==> src/rtl/tower_ctrl_pkg.sv <==
// Shared types for the stacking-game engine: FSM states, color codes and the
// mapping from LFSR bits to a block color.
package tower_pkg;

  typedef enum logic [2:0] {
    ST_IDLE,
    ST_HOVER,
    ST_FALL,
    ST_LAND,
    ST_OVER
  } state_t;

  typedef logic [1:0] color_t;

  localparam color_t CLR_NONE  = 2'b00;
  localparam color_t CLR_GREEN = 2'b01;
  localparam color_t CLR_BLUE  = 2'b10;
  localparam color_t CLR_RED   = 2'b11;

  localparam int         NUM_SLOTS = 16;
  localparam logic [7:0] LFSR_SEED = 8'hA5;

  // A playable block always has a color, so the empty code folds onto green.
  function automatic color_t lfsr_color(input logic [7:0] s);
    color_t c;
    c = s[1:0];
    return (c == CLR_NONE) ? CLR_GREEN : c;
  endfunction

endpackage

==> src/rtl/tower_ctrl_if.sv <==
// Control inputs and renderer-facing geometry/color bus of the tower engine.
interface tower_ctrl_if;
  import tower_pkg::*;

  logic        tick;
  logic        btn_drop;
  logic [9:0]  pos_x;
  logic [9:0]  pos_y;
  logic [31:0] colors;
  logic [9:0]  fall_x;
  logic [9:0]  fall_y;
  color_t      fall_clr;
  logic [4:0]  height;
  logic [1:0]  lives;
  logic        game_over;
  logic        win;

  modport master (
    output tick, btn_drop,
    input  pos_x, pos_y, colors, fall_x, fall_y, fall_clr,
           height, lives, game_over, win
  );

  modport slave (
    input  tick, btn_drop,
    output pos_x, pos_y, colors, fall_x, fall_y, fall_clr,
           height, lives, game_over, win
  );

endinterface

==> src/rtl/tower_ctrl_lfsr8.sv <==
// Free-running 8-bit Fibonacci LFSR, x^8+x^6+x^5+x^4+1, stepping every cycle.
module lfsr8
  import tower_pkg::*;
(
  input  logic       clk,
  input  logic       rst_n,
  output logic [7:0] state
);

  always_ff @(posedge clk) begin
    if (!rst_n) begin
      state <= LFSR_SEED;
    end else begin
      state <= {state[6:0], state[7] ^ state[5] ^ state[4] ^ state[3]};
    end
  end

endmodule

==> src/rtl/tower_ctrl.sv <==
// Stacking-game state engine: crane sweep, drop/fall/land sequence, overlap
// judging and the 16-slot tower color array, advancing once per frame tick.
module tower_ctrl
  import tower_pkg::*;
#(
  parameter int STACK_X    = 270,
  parameter int STACK_Y    = 400,
  parameter int BLK_W      = 100,
  parameter int BLK_H      = 20,
  parameter int HOVER_Y    = 40,
  parameter int X_MIN      = 20,
  parameter int X_MAX      = 520,
  parameter int CRANE_STEP = 4,
  parameter int FALL_STEP  = 5,
  parameter int TOL        = 30,
  parameter int LIVES      = 3
) (
  input  logic         clk,
  input  logic         rst_n,
  tower_ctrl_if.slave  bus
);

  if (STACK_Y - (NUM_SLOTS - 1) * BLK_H <= HOVER_Y + BLK_H) begin : g_bad_geom
    $error("tower_ctrl: top tower slot reaches the hover row");
  end
  if (X_MIN > X_MAX) begin : g_bad_sweep
    $error("tower_ctrl: X_MIN must not exceed X_MAX");
  end
  if (X_MAX + BLK_W > 1023) begin : g_bad_width
    $error("tower_ctrl: crane sweep leaves the 10-bit coordinate range");
  end

  state_t      state;
  logic [7:0]  lfsr_q;
  logic        right;
  logic [31:0] colors;
  logic [4:0]  height;
  logic [1:0]  lives;
  logic [9:0]  fall_x;
  logic [9:0]  fall_y;
  color_t      fall_clr;
  logic        game_over;
  logic        win;

  logic [9:0]  land_y;
  logic [10:0] x_up;
  logic        x_hits_max;
  logic        x_hits_min;
  logic        y_reach;
  logic [9:0]  dx;
  logic        hit;
  logic        restart;

  lfsr8 u_lfsr (
    .clk   (clk),
    .rst_n (rst_n),
    .state (lfsr_q)
  );

  assign land_y     = 10'(STACK_Y - int'(height) * BLK_H);
  assign x_up       = {1'b0, fall_x} + 11'(CRANE_STEP);
  assign x_hits_max = x_up > 11'(X_MAX);
  assign x_hits_min = {1'b0, fall_x} < 11'(X_MIN + CRANE_STEP);
  assign y_reach    = ({1'b0, fall_y} + 11'(FALL_STEP)) >= {1'b0, land_y};

  always_comb begin
    dx = '0;
    if (fall_x >= 10'(STACK_X)) begin
      dx = fall_x - 10'(STACK_X);
    end else begin
      dx = 10'(STACK_X) - fall_x;
    end
  end

  assign hit = dx <= 10'(TOL);

  // A new game from OVER reuses the reset values but leaves the LFSR running.
  assign restart = (state == ST_OVER) && bus.btn_drop;

  always_ff @(posedge clk) begin
    if (!rst_n || restart) begin
      state     <= ST_IDLE;
      colors    <= '0;
      height    <= '0;
      lives     <= 2'(LIVES);
      fall_x    <= 10'(X_MIN);
      fall_y    <= 10'(HOVER_Y);
      fall_clr  <= CLR_NONE;
      right     <= 1'b1;
      game_over <= 1'b0;
      win       <= 1'b0;
    end else begin
      unique case (state)
        ST_IDLE: begin
          if (bus.btn_drop) begin
            state    <= ST_HOVER;
            fall_clr <= lfsr_color(lfsr_q);
          end
        end

        ST_HOVER: begin
          if (bus.btn_drop) begin
            state <= ST_FALL;
          end else if (bus.tick) begin
            if (right) begin
              if (x_hits_max) begin
                fall_x <= 10'(X_MAX);
                right  <= 1'b0;
              end else begin
                fall_x <= x_up[9:0];
              end
            end else begin
              if (x_hits_min) begin
                fall_x <= 10'(X_MIN);
                right  <= 1'b1;
              end else begin
                fall_x <= fall_x - 10'(CRANE_STEP);
              end
            end
          end
        end

        ST_FALL: begin
          if (bus.tick) begin
            if (y_reach) begin
              fall_y <= land_y;
              state  <= ST_LAND;
            end else begin
              fall_y <= fall_y + 10'(FALL_STEP);
            end
          end
        end

        ST_LAND: begin
          if (hit) begin
            colors[{height[3:0], 1'b0} +: 2] <= fall_clr;
            height <= height + 5'd1;
          end else begin
            lives <= lives - 2'd1;
          end
          if (hit && (height == 5'(NUM_SLOTS - 1))) begin
            state     <= ST_OVER;
            game_over <= 1'b1;
            win       <= 1'b1;
            fall_clr  <= CLR_NONE;
          end else if (!hit && (lives == 2'd1)) begin
            state     <= ST_OVER;
            game_over <= 1'b1;
            fall_clr  <= CLR_NONE;
          end else begin
            state    <= ST_HOVER;
            fall_y   <= 10'(HOVER_Y);
            fall_clr <= lfsr_color(lfsr_q);
          end
        end

        ST_OVER: begin
          fall_clr <= CLR_NONE;
        end

        default: begin
          state <= ST_IDLE;
        end
      endcase
    end
  end

  assign bus.pos_x     = 10'(STACK_X);
  assign bus.pos_y     = 10'(STACK_Y);
  assign bus.colors    = colors;
  assign bus.height    = height;
  assign bus.lives     = lives;
  assign bus.fall_x    = fall_x;
  assign bus.fall_y    = fall_y;
  assign bus.fall_clr  = fall_clr;
  assign bus.game_over = game_over;
  assign bus.win       = win;

endmodule

==> src/flat_wrapper.sv <==
// flat-port wrapper written by rule: the top's interface ports become plain ports
module tower_ctrl_flat import tower_pkg::*;
#(
  parameter int STACK_X    = 270,
  parameter int STACK_Y    = 400,
  parameter int BLK_W      = 100,
  parameter int BLK_H      = 20,
  parameter int HOVER_Y    = 40,
  parameter int X_MIN      = 20,
  parameter int X_MAX      = 520,
  parameter int CRANE_STEP = 4,
  parameter int FALL_STEP  = 5,
  parameter int TOL        = 30,
  parameter int LIVES      = 3
)
  (clk, rst_n, bus_tick, bus_btn_drop, bus_pos_x, bus_pos_y, bus_colors, bus_fall_x, bus_fall_y, bus_fall_clr, bus_height, bus_lives, bus_game_over, bus_win);
  tower_ctrl_if bus_i ();
  input  logic clk;
  input  logic rst_n;
  input wire logic [$bits(bus_i.tick)-1:0] bus_tick;
  input wire logic [$bits(bus_i.btn_drop)-1:0] bus_btn_drop;
  output wire logic [$bits(bus_i.pos_x)-1:0] bus_pos_x;
  output wire logic [$bits(bus_i.pos_y)-1:0] bus_pos_y;
  output wire logic [$bits(bus_i.colors)-1:0] bus_colors;
  output wire logic [$bits(bus_i.fall_x)-1:0] bus_fall_x;
  output wire logic [$bits(bus_i.fall_y)-1:0] bus_fall_y;
  output wire logic [$bits(bus_i.fall_clr)-1:0] bus_fall_clr;
  output wire logic [$bits(bus_i.height)-1:0] bus_height;
  output wire logic [$bits(bus_i.lives)-1:0] bus_lives;
  output wire logic [$bits(bus_i.game_over)-1:0] bus_game_over;
  output wire logic [$bits(bus_i.win)-1:0] bus_win;
  assign bus_i.tick = bus_tick;
  assign bus_i.btn_drop = bus_btn_drop;
  assign bus_pos_x = bus_i.pos_x;
  assign bus_pos_y = bus_i.pos_y;
  assign bus_colors = bus_i.colors;
  assign bus_fall_x = bus_i.fall_x;
  assign bus_fall_y = bus_i.fall_y;
  assign bus_fall_clr = bus_i.fall_clr;
  assign bus_height = bus_i.height;
  assign bus_lives = bus_i.lives;
  assign bus_game_over = bus_i.game_over;
  assign bus_win = bus_i.win;
  tower_ctrl #(.STACK_X(STACK_X), .STACK_Y(STACK_Y), .BLK_W(BLK_W), .BLK_H(BLK_H), .HOVER_Y(HOVER_Y), .X_MIN(X_MIN), .X_MAX(X_MAX), .CRANE_STEP(CRANE_STEP), .FALL_STEP(FALL_STEP), .TOL(TOL), .LIVES(LIVES)) u_core (.clk(clk), .rst_n(rst_n), .bus(bus_i));
endmodule
==> config.mk <==
export PLATFORM = sky130hd
export DESIGN_NAME = tower_ctrl_flat
export DESIGN_NICKNAME = d
export VERILOG_FILES = /design/src/rtl/tower_ctrl_pkg.sv /design/src/rtl/tower_ctrl_if.sv /design/src/rtl/tower_ctrl_lfsr8.sv /design/src/rtl/tower_ctrl.sv /design/src/flat_wrapper.sv
export SDC_FILE = /design/constraint.sdc
export NUM_CORES = 1
export LEC_CHECK = 0
export CORE_UTILIZATION = 50
export CTS_CLUSTER_SIZE = 28
export DETAILED_ROUTE_END_ITERATION = 8
export PLACE_DENSITY = 0.77
export SKIP_LAST_GASP = 1
export SLEW_MARGIN = 40
export SYNTH_ARGS = -nofsm -noshare
export SYNTH_HDL_FRONTEND = slang
export SYNTH_SLANG_ARGS = --single-unit
==> constraint.sdc <==
create_clock -name clk -period 11 [get_ports clk]
set_input_delay 2.75 -clock clk [delete_from_list [all_inputs] [get_ports clk]]
set_output_delay 2.75 -clock clk [all_outputs]
set_load 0.05 [all_outputs]
==> impl_metrics.yaml, run 1 <==
outcome:
  status: "complete, no violations"
sta:
  tightest_slew_ps: 713
  max_freq_mhz: 208
  hold_viol: 0
  slew_headroom_pct: 52.1
  setup_violations: 0
  fin_crit_sh_pct: 43.6
  fin_ws_ps: 6200
  min_period_ps: 4800
  finalClockSkew_ps: 11.4
  finalMaxSlewViolations: 0
  grt_setup_unrepaired: "false"
  fin_setup_tns_ps: 0
detailed_routing:
  routedWlPerCell_um: 14.6
  vias_per_cell: 5.62
  first_pass_iters: 5
  ant_nets: 0
  dr_total_vias: 3869
  drt_iter0_markers: 209
  wirelength_mm: 10.1
  drc_errors: 0
layout:
  regArea_um2: 1460
  syn_to_final_growth_pct: 17.8
  finalNonFillerCells: 689
  layout.nets: 607
  multi_input_area_um2: 2760
  drive_gt1_share_pct: 6.54
  fin_area_um2: 5290
  n_antenna_cell: 0
  fillers: 751
yosys:
  yosys_most_used_dff: "dfxtp_1"
  synthCells: 530
  synthMuxAreaShare_pct: 8.75
  synth_edf_count: 0
  synthArstFlopShare_pct: 0
  ys_seq_area_share_pct: 32.5
  post_synth.cell_area_avg_um2: 8.48
  synth_top_family_by_area: "simple AND/OR/NAND/NOR gates"
  synth_top_cell_by_area: "dfxtp_1"
  yosysMostFrequentCell: "dfxtp_1"
  synth_seq_cells: 73
  ys_types: 58
  netlist.area_leader.share_pct: 32.5
  synth-xor-area-share_pct: 5.07
  synth_common_cells: "dfxtp_1 (73), nor2_1 (56), nand2_1 (39)"
  synthAdderAreaFrac_pct: 7.69
  syn-cell-area_um2: 4490
  ys_top_cells_by_area: "dfxtp_1 (33%), mux2i_1 (8.2%), ha_1 (7.2%)"
  synthSimpleGateAreaFrac_pct: 23.1
  yosys_warnings: 0
  synth_compound_area_share_pct: 14.9
setup_path:
  cp_max_fo: 19
  start_kind: "flop"
  crit_type: "reg2out"
  cp_slowest_cell: "clkdlybuf4s50_1"
  cp.required_ps: 8250
  cp_num_buf_inv: 1
  worst_path_dominant_cell_family: "buffers and inverters"
  endpoint_kind: "output port"
  worstPathArrival_ps: 2050
  cp_slowest_stage_delay_ps: 930
  crit_chain: "clkdlybuf4s50_1"
place:
  dp.cells: 673
  place_area_um2: 5080
  routabilityCongestion: 0.933
  post-place-ws_ps: 6200
  portBuffers: 64
  hpwl_mm: 7.34
min_path:
  hold_class: "reg2reg"
clock_tree:
  cts-root-buf: "clkbuf_8"
  post_cts_buffers: 0
  path_clk_slew_ps: 80
  clockBufferDepth: 2
  ctsHoldBuffers: 0
  clk_latency_ps: 350
  cts.sinks: 73
  cts-resized-gates: 0
  cts_buffers: 9
  cts_tree: "done"
  htreeDepth: 3
global_routing:
  grt_pass1_wl_mm: 17.0
  overflow: 0
  antenna_found_initial: 0
  grt_max_degree: 51
  grt_usage_pct: 21.9
  grt_pass1_vias: 3597
die:
  core_um2: 8720
  fp.dieH_um: 96.8
  start_util_pct: 51.5
  die_x_um: 96.8
  ios: 87
  row_count: 34
  die_area_um2: 9370
pwr:
  power.density_nw_per_um2: 106
  peakVddDrop_mv: 0.0926
  p_leak_nw: 2.07
job:
  max_cap_viol_count: 0
flip-flops by register name (all words and copies together), names as in the netlist:
| register | flops |
|---|---|
| u_core.bus.fall_y | 10 |
| u_core.state | 3 |
| u_core.bus.game_over | 1 |
| u_core.bus.colors | 32 |
| u_core.bus.win | 1 |
| u_core.bus.fall_x | 8 |
| u_core.right | 1 |
| u_core.bus.fall_clr | 2 |
| u_core.u_lfsr.state | 8 |
| u_core.bus.lives | 2 |
| u_core.bus.height | 5 |
report_power, final:
part / switching, mW / total, mW / internal [mW]
clock network: 0.106 / 0.220 / 0.114
registers: 0.0101 / 0.280 / 0.270
logic: 0.0436 / 0.0615 / 0.0178
total: 0.160 / 0.562 / 0.401
layout by cell type, fill, tap and decap left out, types with 7 or more instances in the layout:
| cell type | count |
|---|---|
| conb_1 | 22 |
| nor3_1 | 12 |
| xor2_1 | 11 |
| dfxtp_1 | 73 |
| xnor2_1 | 15 |
| clkbuf_8 | 10 |
| nor3_2 | 9 |
| a21oi_1 | 23 |
| o21a_1 | 7 |
| and3_1 | 11 |
| nor2_1 | 56 |
| mux2i_1 | 37 |
| ha_1 | 26 |
| nand3_1 | 18 |
| nand2_1 | 39 |
| o21ai_0 | 15 |
| nand2b_1 | 12 |
| inv_1 | 20 |
| and2_1 | 11 |
| nand4_1 | 10 |
| clkdlybuf4s50_1 | 64 |
path summary, 6_finish.rpt:
check	cells after the start	end	slack [ps]	startpoint
worst max-delay path	1	bus_height[0]	6200	u_core.bus.height[0]
worst min register to register	1	u_core.u_lfsr.state[7]	420	u_core.u_lfsr.state[6]
worst max register to register	14	u_core.bus.fall_y[9]	6540	u_core.bus.height[0]
worst min-delay path	1	u_core.u_lfsr.state[7]	420	u_core.u_lfsr.state[6]
per-layer routing:
layer,vias up,global-route usage (%),share of wire [%],wire (um)
li1,1905,-,-,-
met5,-,0,0,0
met3,16,3.76,3.9,389
met2,117,36.8,48,4790
met1,1831,28.4,47,4740
met4,0,7.00,1.5,146
layout make-up:
cell class                      instances  share of cell area (%)
Clock buffer                           10                    2.60
Inverter                               20                    1.42
Timing Repair Buffer                   65                    12.3
Clock inverter                          6                    1.37
Sequential cell                        73                    27.6
Tap cell                              108                    2.55
Multi-Input combinational cell        407                    52.2
per-stage QoR:
step / hold slack (ps) / power [mW] / utilization (%)
after floorplan: 386 / 0.340 / -
after global placement: 389 / 0.345 / 58.2
after detailed placement: 406 / 0.347 / 58.2
after CTS: 425 / 0.565 / 60.7
after global routing: 455 / 0.586 / 60.7
final: 420 / 0.562 / 60.7
logic make-up after synthesis:
group	Yosys count
xor+xnor	26
buf+inv	70
mux	39
other cells	2
simple gates	200
flops	73
fa+ha+maj	27
compound gates	93
Note: power is estimated with default switching activity, not from simulation.
==> run 2, diff against run 1 <==
--- a/config.mk
+++ b/config.mk
@@ -5,10 +5,10 @@
 export SDC_FILE = /design/constraint.sdc
 export NUM_CORES = 1
 export LEC_CHECK = 0
-export CORE_UTILIZATION = 50
+export CORE_UTILIZATION = 48
 export CTS_CLUSTER_SIZE = 28
 export DETAILED_ROUTE_END_ITERATION = 8
-export PLACE_DENSITY = 0.77
+export PLACE_DENSITY = 0.78
 export SKIP_LAST_GASP = 1
 export SLEW_MARGIN = 40
 export SYNTH_ARGS = -nofsm -noshare
==> constraint.sdc (replaced) <==
create_clock -name clk -period 3.9 [get_ports clk]
set_input_delay 0.975 -clock clk [delete_from_list [all_inputs] [get_ports clk]]
set_output_delay 0.975 -clock clk [all_outputs]
set_load 0.05 [all_outputs]
==> run 2 against run 1 <==
  * Global-route usage rose by 0.93 points
  * Setup slack got worse by 6000 ps
  * Power rose to 2.9 times the previous value
  * Final cell count rose by 0.73%
  * Critical endpoint is now u_core.bus.fall_y[6]
==> impl_metrics.yaml, run 2 (synthesis gave the netlist of run 1 again) <==
setup_path:
  crit_type: "reg2reg"
  timing.rr.end: "u_core.bus.fall_y[6]"
  cp.required_ps: 4150
  start_kind: "flop"
  worstPathArrival_ps: 3930
  reg2regPathDepth: 15
  rrSetupSlack_ps: 220
  rr_startpoint: "u_core.bus.height[1]"
  endpoint_kind: "flop"
  cp_max_fo: 11
detailed_routing:
  wirelength_mm: 10.7
  routedWlPerCell_um: 15.4
  vias_per_cell: 5.66
  first_pass_iters: 4
  ant_nets: 0
  drt_iter0_markers: 179
  drc_errors: 0
  dr_total_vias: 3930
pwr:
  power_mw: 1.65
  p_leak_nw: 2.12
  power.density_nw_per_um2: 307
  peakVddDrop_mv: 0.190
layout:
  top_register: "u_core.bus.colors"
  largest_reg_flops: 32
  layout_commonest_cell: "dfxtp_1"
  final_cell_mix: "dfxtp_1 (72), clkdlybuf4s50_1 (64), nor2_1 (56), nand2_1 (38), mux2i_1 (37)"
  largest_registers: "u_core.bus.colors (32), u_core.bus.fall_y (10)"
  drive_gt1_share_pct: 8.02
  layout.nets: 612
  fin_area_um2: 5360
  n_antenna_cell: 0
  syn_to_final_growth_pct: 19.4
min_path:
  worstHoldPathCells: 1
  hold_start: "u_core.u_lfsr.state[6]"
  hold_class: "reg2reg"
  min_to: "u_core.u_lfsr.state[7]"
die:
  die_area_um2: 9750
  ios: 87
  fp.dieH_um: 98.7
  die_x_um: 98.7
  start_util_pct: 50.5
  row_count: 34
  core_um2: 8890
clock_tree:
  cts_tree: "done"
  ctsHoldBuffers: 0
  htreeDepth: 3
  cts.sinks: 73
  path_clk_slew_ps: 90
  clk_latency_ps: 350
  cts_buffers: 9
  clockBufferDepth: 2
  cts-root-buf: "clkbuf_8"
sta:
  tightest_slew_ps: 799
  grt_setup_unrepaired: "false"
  hold-worst-slack_ps: 406
  fin_crit_sh_pct: 94.3
  finalMaxSlewViolations: 0
  setup_violations: 0
  hold_viol: 0
  min_period_ps: 3680
  max_freq_mhz: 272
  fin_setup_tns_ps: 0
  finalClockSkew_ps: 7.06
  slew_headroom_pct: 46.7
global_routing:
  grt_pass1_vias: 3879
  grt_pass1_wl_mm: 18.0
  grt_usage_pct: 22.8
  grt_max_degree: 46
  overflow: 0
  antenna_found_initial: 0
place:
  portBuffers: 64
  hpwl_mm: 7.69
  place_area_um2: 5110
  routabilityCongestion: 0.917
outcome:
  status: "complete, no violations"
job:
  max_cap_viol_count: 0
[run 2: where the power goes]
group	internal (mW)	total [mW]	leakage [nW]	switching [mW]
Combinational	0.0507	0.175	1.41	0.124
Sequential	0.760	0.789	0.593	0.0289
Clock	0.368	0.683	0.116	0.315
[run 2: metrics by stage]
step | instances | worst slack, ps | utilization (%)
2_1_floorplan | 550 | 35.1 | -
3_5_place_dp | 678 | 114 | 57.5
6_report | 694 | 224 | 60.3
4_1_cts | 694 | 96.7 | 60.1
5_1_grt | 694 | 9.85 | 60.3
3_3_place_gp | 678 | 286 | 57.5
[run 2: layout make-up]
type	instances	area, um^2
inverters	20	75.1
repair buffers	70	686
flip-flops and latches	73	1470
multi-input cells	407	2770
fillers	762	3530
clock inverters	7	103
clock buffers	9	124
well taps	108	135
[run 2: critical path, stage by stage (launching register included)]
cell,delay (ps)
dfxtp_4,390
ha_1,310
ha_1,220
inv_1,80
fa_1,430
nor2b_2,190
a21o_1,160
and2_1,160
ha_1,320
a211oi_1,250
nand3_1,120
o221ai_2,200
nand2_2,160
buf_4,220
mux2i_1,120
a22o_1,240
[run 2: timing repair]
action                     CTS  global route
resized for setup            0             4
setup endpoints to repair    0            10
setup buffers                0             0
[run 2: how the worst max path moves through the flow]
| stage | slack, ps | start | depth (start not counted) | to |
|---|---|---|---|---|
| 5_1_grt | 10 | u_core.bus.height[1] | 15 | u_core.bus.fall_y[4] |
| 4_1_cts | 100 | u_core.bus.height[1] | 15 | u_core.bus.fall_y[6] |
| 3_3_place_gp | 290 | u_core.bus.height[1] | 15 | u_core.bus.fall_y[6] |
| 3_5_place_dp | 110 | u_core.bus.height[1] | 15 | u_core.bus.fall_y[6] |
| 2_1_floorplan | 40 | u_core.bus.height[2] | 15 | u_core.bus.fall_y[6] |
| 6_report | 220 | u_core.bus.height[1] | 15 | u_core.bus.fall_y[6] |
[run 2: per-layer routing]
layer | track usage, % | wire length (um) | up-vias
met5 | 0 | 0 | -
met4 | 11.3 | 225 | 0
met3 | 4.61 | 559 | 22
met2 | 38.4 | 5180 | 132
met1 | 27.8 | 4690 | 1868
li1 | - | - | 1908
==> run 3, diff against run 2 <==
--- a/config.mk
+++ b/config.mk
@@ -8,7 +8,8 @@
 export CORE_UTILIZATION = 48
 export CTS_CLUSTER_SIZE = 28
 export DETAILED_ROUTE_END_ITERATION = 8
-export PLACE_DENSITY = 0.78
+export PLACE_DENSITY = 0.84
+export REMOVE_ABC_BUFFERS = 1
 export SKIP_LAST_GASP = 1
 export SLEW_MARGIN = 40
 export SYNTH_ARGS = -nofsm -noshare
==> run 3 against run 2 <==
  * First-iteration DRC count rose by 40%
  * Register-to-register slack better by 90 ps
  * Flip-flop and latch count stayed put
  * Final area barely moved
  * Fmax is 2.6% higher
  * Clock power about the same
==> impl_metrics.yaml, run 3 (synthesis gave the netlist of run 1 again) <==
outcome:
  status: "complete, no violations"
clock_tree:
  clockBufferDepth: 2
  ctsHoldBuffers: 0
  cts_tree: "done"
  cts.sinks: 73
  cts-resized-gates: 0
  post_cts_buffers: 0
  htreeDepth: 3
  clk_latency_ps: 360
  cts-root-buf: "clkbuf_8"
  cts_buffers: 9
  path_clk_slew_ps: 80
place:
  post-place-ws_ps: 180
  hpwl_mm: 7.73
  routabilityCongestion: 0.902
  portBuffers: 64
die:
  core_um2: 8890
  ios: 87
  start_util_pct: 50.5
  die_area_um2: 9750
  die_x_um: 98.7
  row_count: 34
  fp.dieH_um: 98.7
layout:
  fin_util_pct: 60.3
  regArea_um2: 1460
  syn_to_final_growth_pct: 19.4
  layout_commonest_cell: "dfxtp_1"
  largest_reg_flops: 32
  largest_registers: "u_core.bus.colors (32), u_core.bus.fall_y (10)"
  layout.nets: 613
  drive_gt1_share_pct: 7.84
  fillers: 727
  n_antenna_cell: 0
  multi_input_area_um2: 2770
  final_cell_mix: "dfxtp_1 (73), clkdlybuf4s50_1 (64), nor2_1 (56), nand2_1 (38), mux2i_1 (37)"
  top_register: "u_core.bus.colors"
detailed_routing:
  wirelength_mm: 10.8
  drt_iter0_markers: 251
  routedWlPerCell_um: 15.5
  drc_errors: 0
  vias_per_cell: 5.70
  first_pass_iters: 5
  dr_total_vias: 3961
  ant_nets: 0
setup_path:
  reg2regPathDepth: 14
  endpoint_kind: "flop"
  timing.rr.end: "u_core.bus.fall_y[7]"
  start_kind: "flop"
  rr_startpoint: "u_core.bus.height[1]"
  cp_max_fo: 8
  worstPathArrival_ps: 3840
  cp.required_ps: 4150
  rrSetupSlack_ps: 320
  crit_type: "reg2reg"
pwr:
  power_mw: 1.65
  peakVddDrop_mv: 0.207
  power.density_nw_per_um2: 307
  p_leak_nw: 2.12
global_routing:
  grt_use_met2_pct: 38.2
  grt-busiest-layer: "met2"
  grt_pass1_vias: 3710
  overflow: 0
  antenna_found_initial: 0
  grt_usage_pct: 22.8
  grt_max_degree: 47
  globalRouteMet3Util_pct: 4.68
  grtUsageMet1_pct: 29.3
  grt_pass1_wl_mm: 17.9
job:
  max_cap_viol_count: 0
sta:
  hold_viol: 0
  setup_violations: 0
  finalClockSkew_ps: 11.0
  fin_crit_sh_pct: 91.9
  finalMaxSlewViolations: 0
  tightest_slew_ps: 721
  max_freq_mhz: 279
  slew_headroom_pct: 51.9
  fin_ws_ps: 316
  min_period_ps: 3580
  grt_setup_unrepaired: "false"
min_path:
  worstHoldPathCells: 1
  min_to: "u_core.u_lfsr.state[7]"
  hold_start: "u_core.u_lfsr.state[6]"
  hold_class: "reg2reg"
run 3: worst max path at each step:
stage | from | to | depth (start not counted)
2_1_floorplan | u_core.bus.height[3] | u_core.bus.fall_y[7] | 14
3_3_place_gp | u_core.bus.height[1] | u_core.bus.fall_y[7] | 14
3_5_place_dp | u_core.bus.height[1] | u_core.bus.fall_y[7] | 14
4_1_cts | u_core.bus.height[1] | u_core.bus.fall_y[7] | 14
5_1_grt | u_core.bus.height[1] | u_core.bus.fall_y[4] | 15
6_report | u_core.bus.height[1] | u_core.bus.fall_y[7] | 14
run 3: per-stage QoR:
step           instances  TNS (ps)  hold WS (ps)  cell area, um^2
6_report             695         0           420             5360
4_1_cts              695         0           427             5350
2_1_floorplan        500      -774           386             4290
5_1_grt              695         0           457             5360
3_3_place_gp         679         0           391             5120
3_5_place_dp         679         0           409             5120
run 3: metal layers:
layer | up-vias | routed length [um] | part of all wire [%]
li1 | 1910 | - | -
met1 | 1893 | 4830 | 45
met2 | 138 | 5250 | 49
met3 | 20 | 536 | 5.0
met4 | 0 | 170 | 1.6
met5 | - | 0 | 0
run 3: layout make-up:
class / count / area share [%]
well taps: 108 / 2.52
flip-flops and latches: 73 / 27.2
repair buffers: 71 / 12.9
clock inverters: 6 / 1.68
multi-input cells: 407 / 51.7
clock buffers: 10 / 2.57
inverters: 20 / 1.40
run 3: where the power goes:
group | internal, mW | switching (mW) | total [mW]
clock | 0.380 | 0.301 | 0.681
combinational | 0.0506 | 0.125 | 0.175
sequential | 0.761 | 0.0285 | 0.790
run 3: worst max-delay path, cell delays in order (launching register included):
cell,delay (ps)
dfxtp_1,320
ha_1,280
ha_1,170
inv_1,60
fa_1,510
nor2b_1,210
nand3_1,100
and2_1,190
ha_1,320
a211oi_1,250
nand3_1,120
o221ai_2,200
nand2_2,190
or2_2,320
a32o_1,250
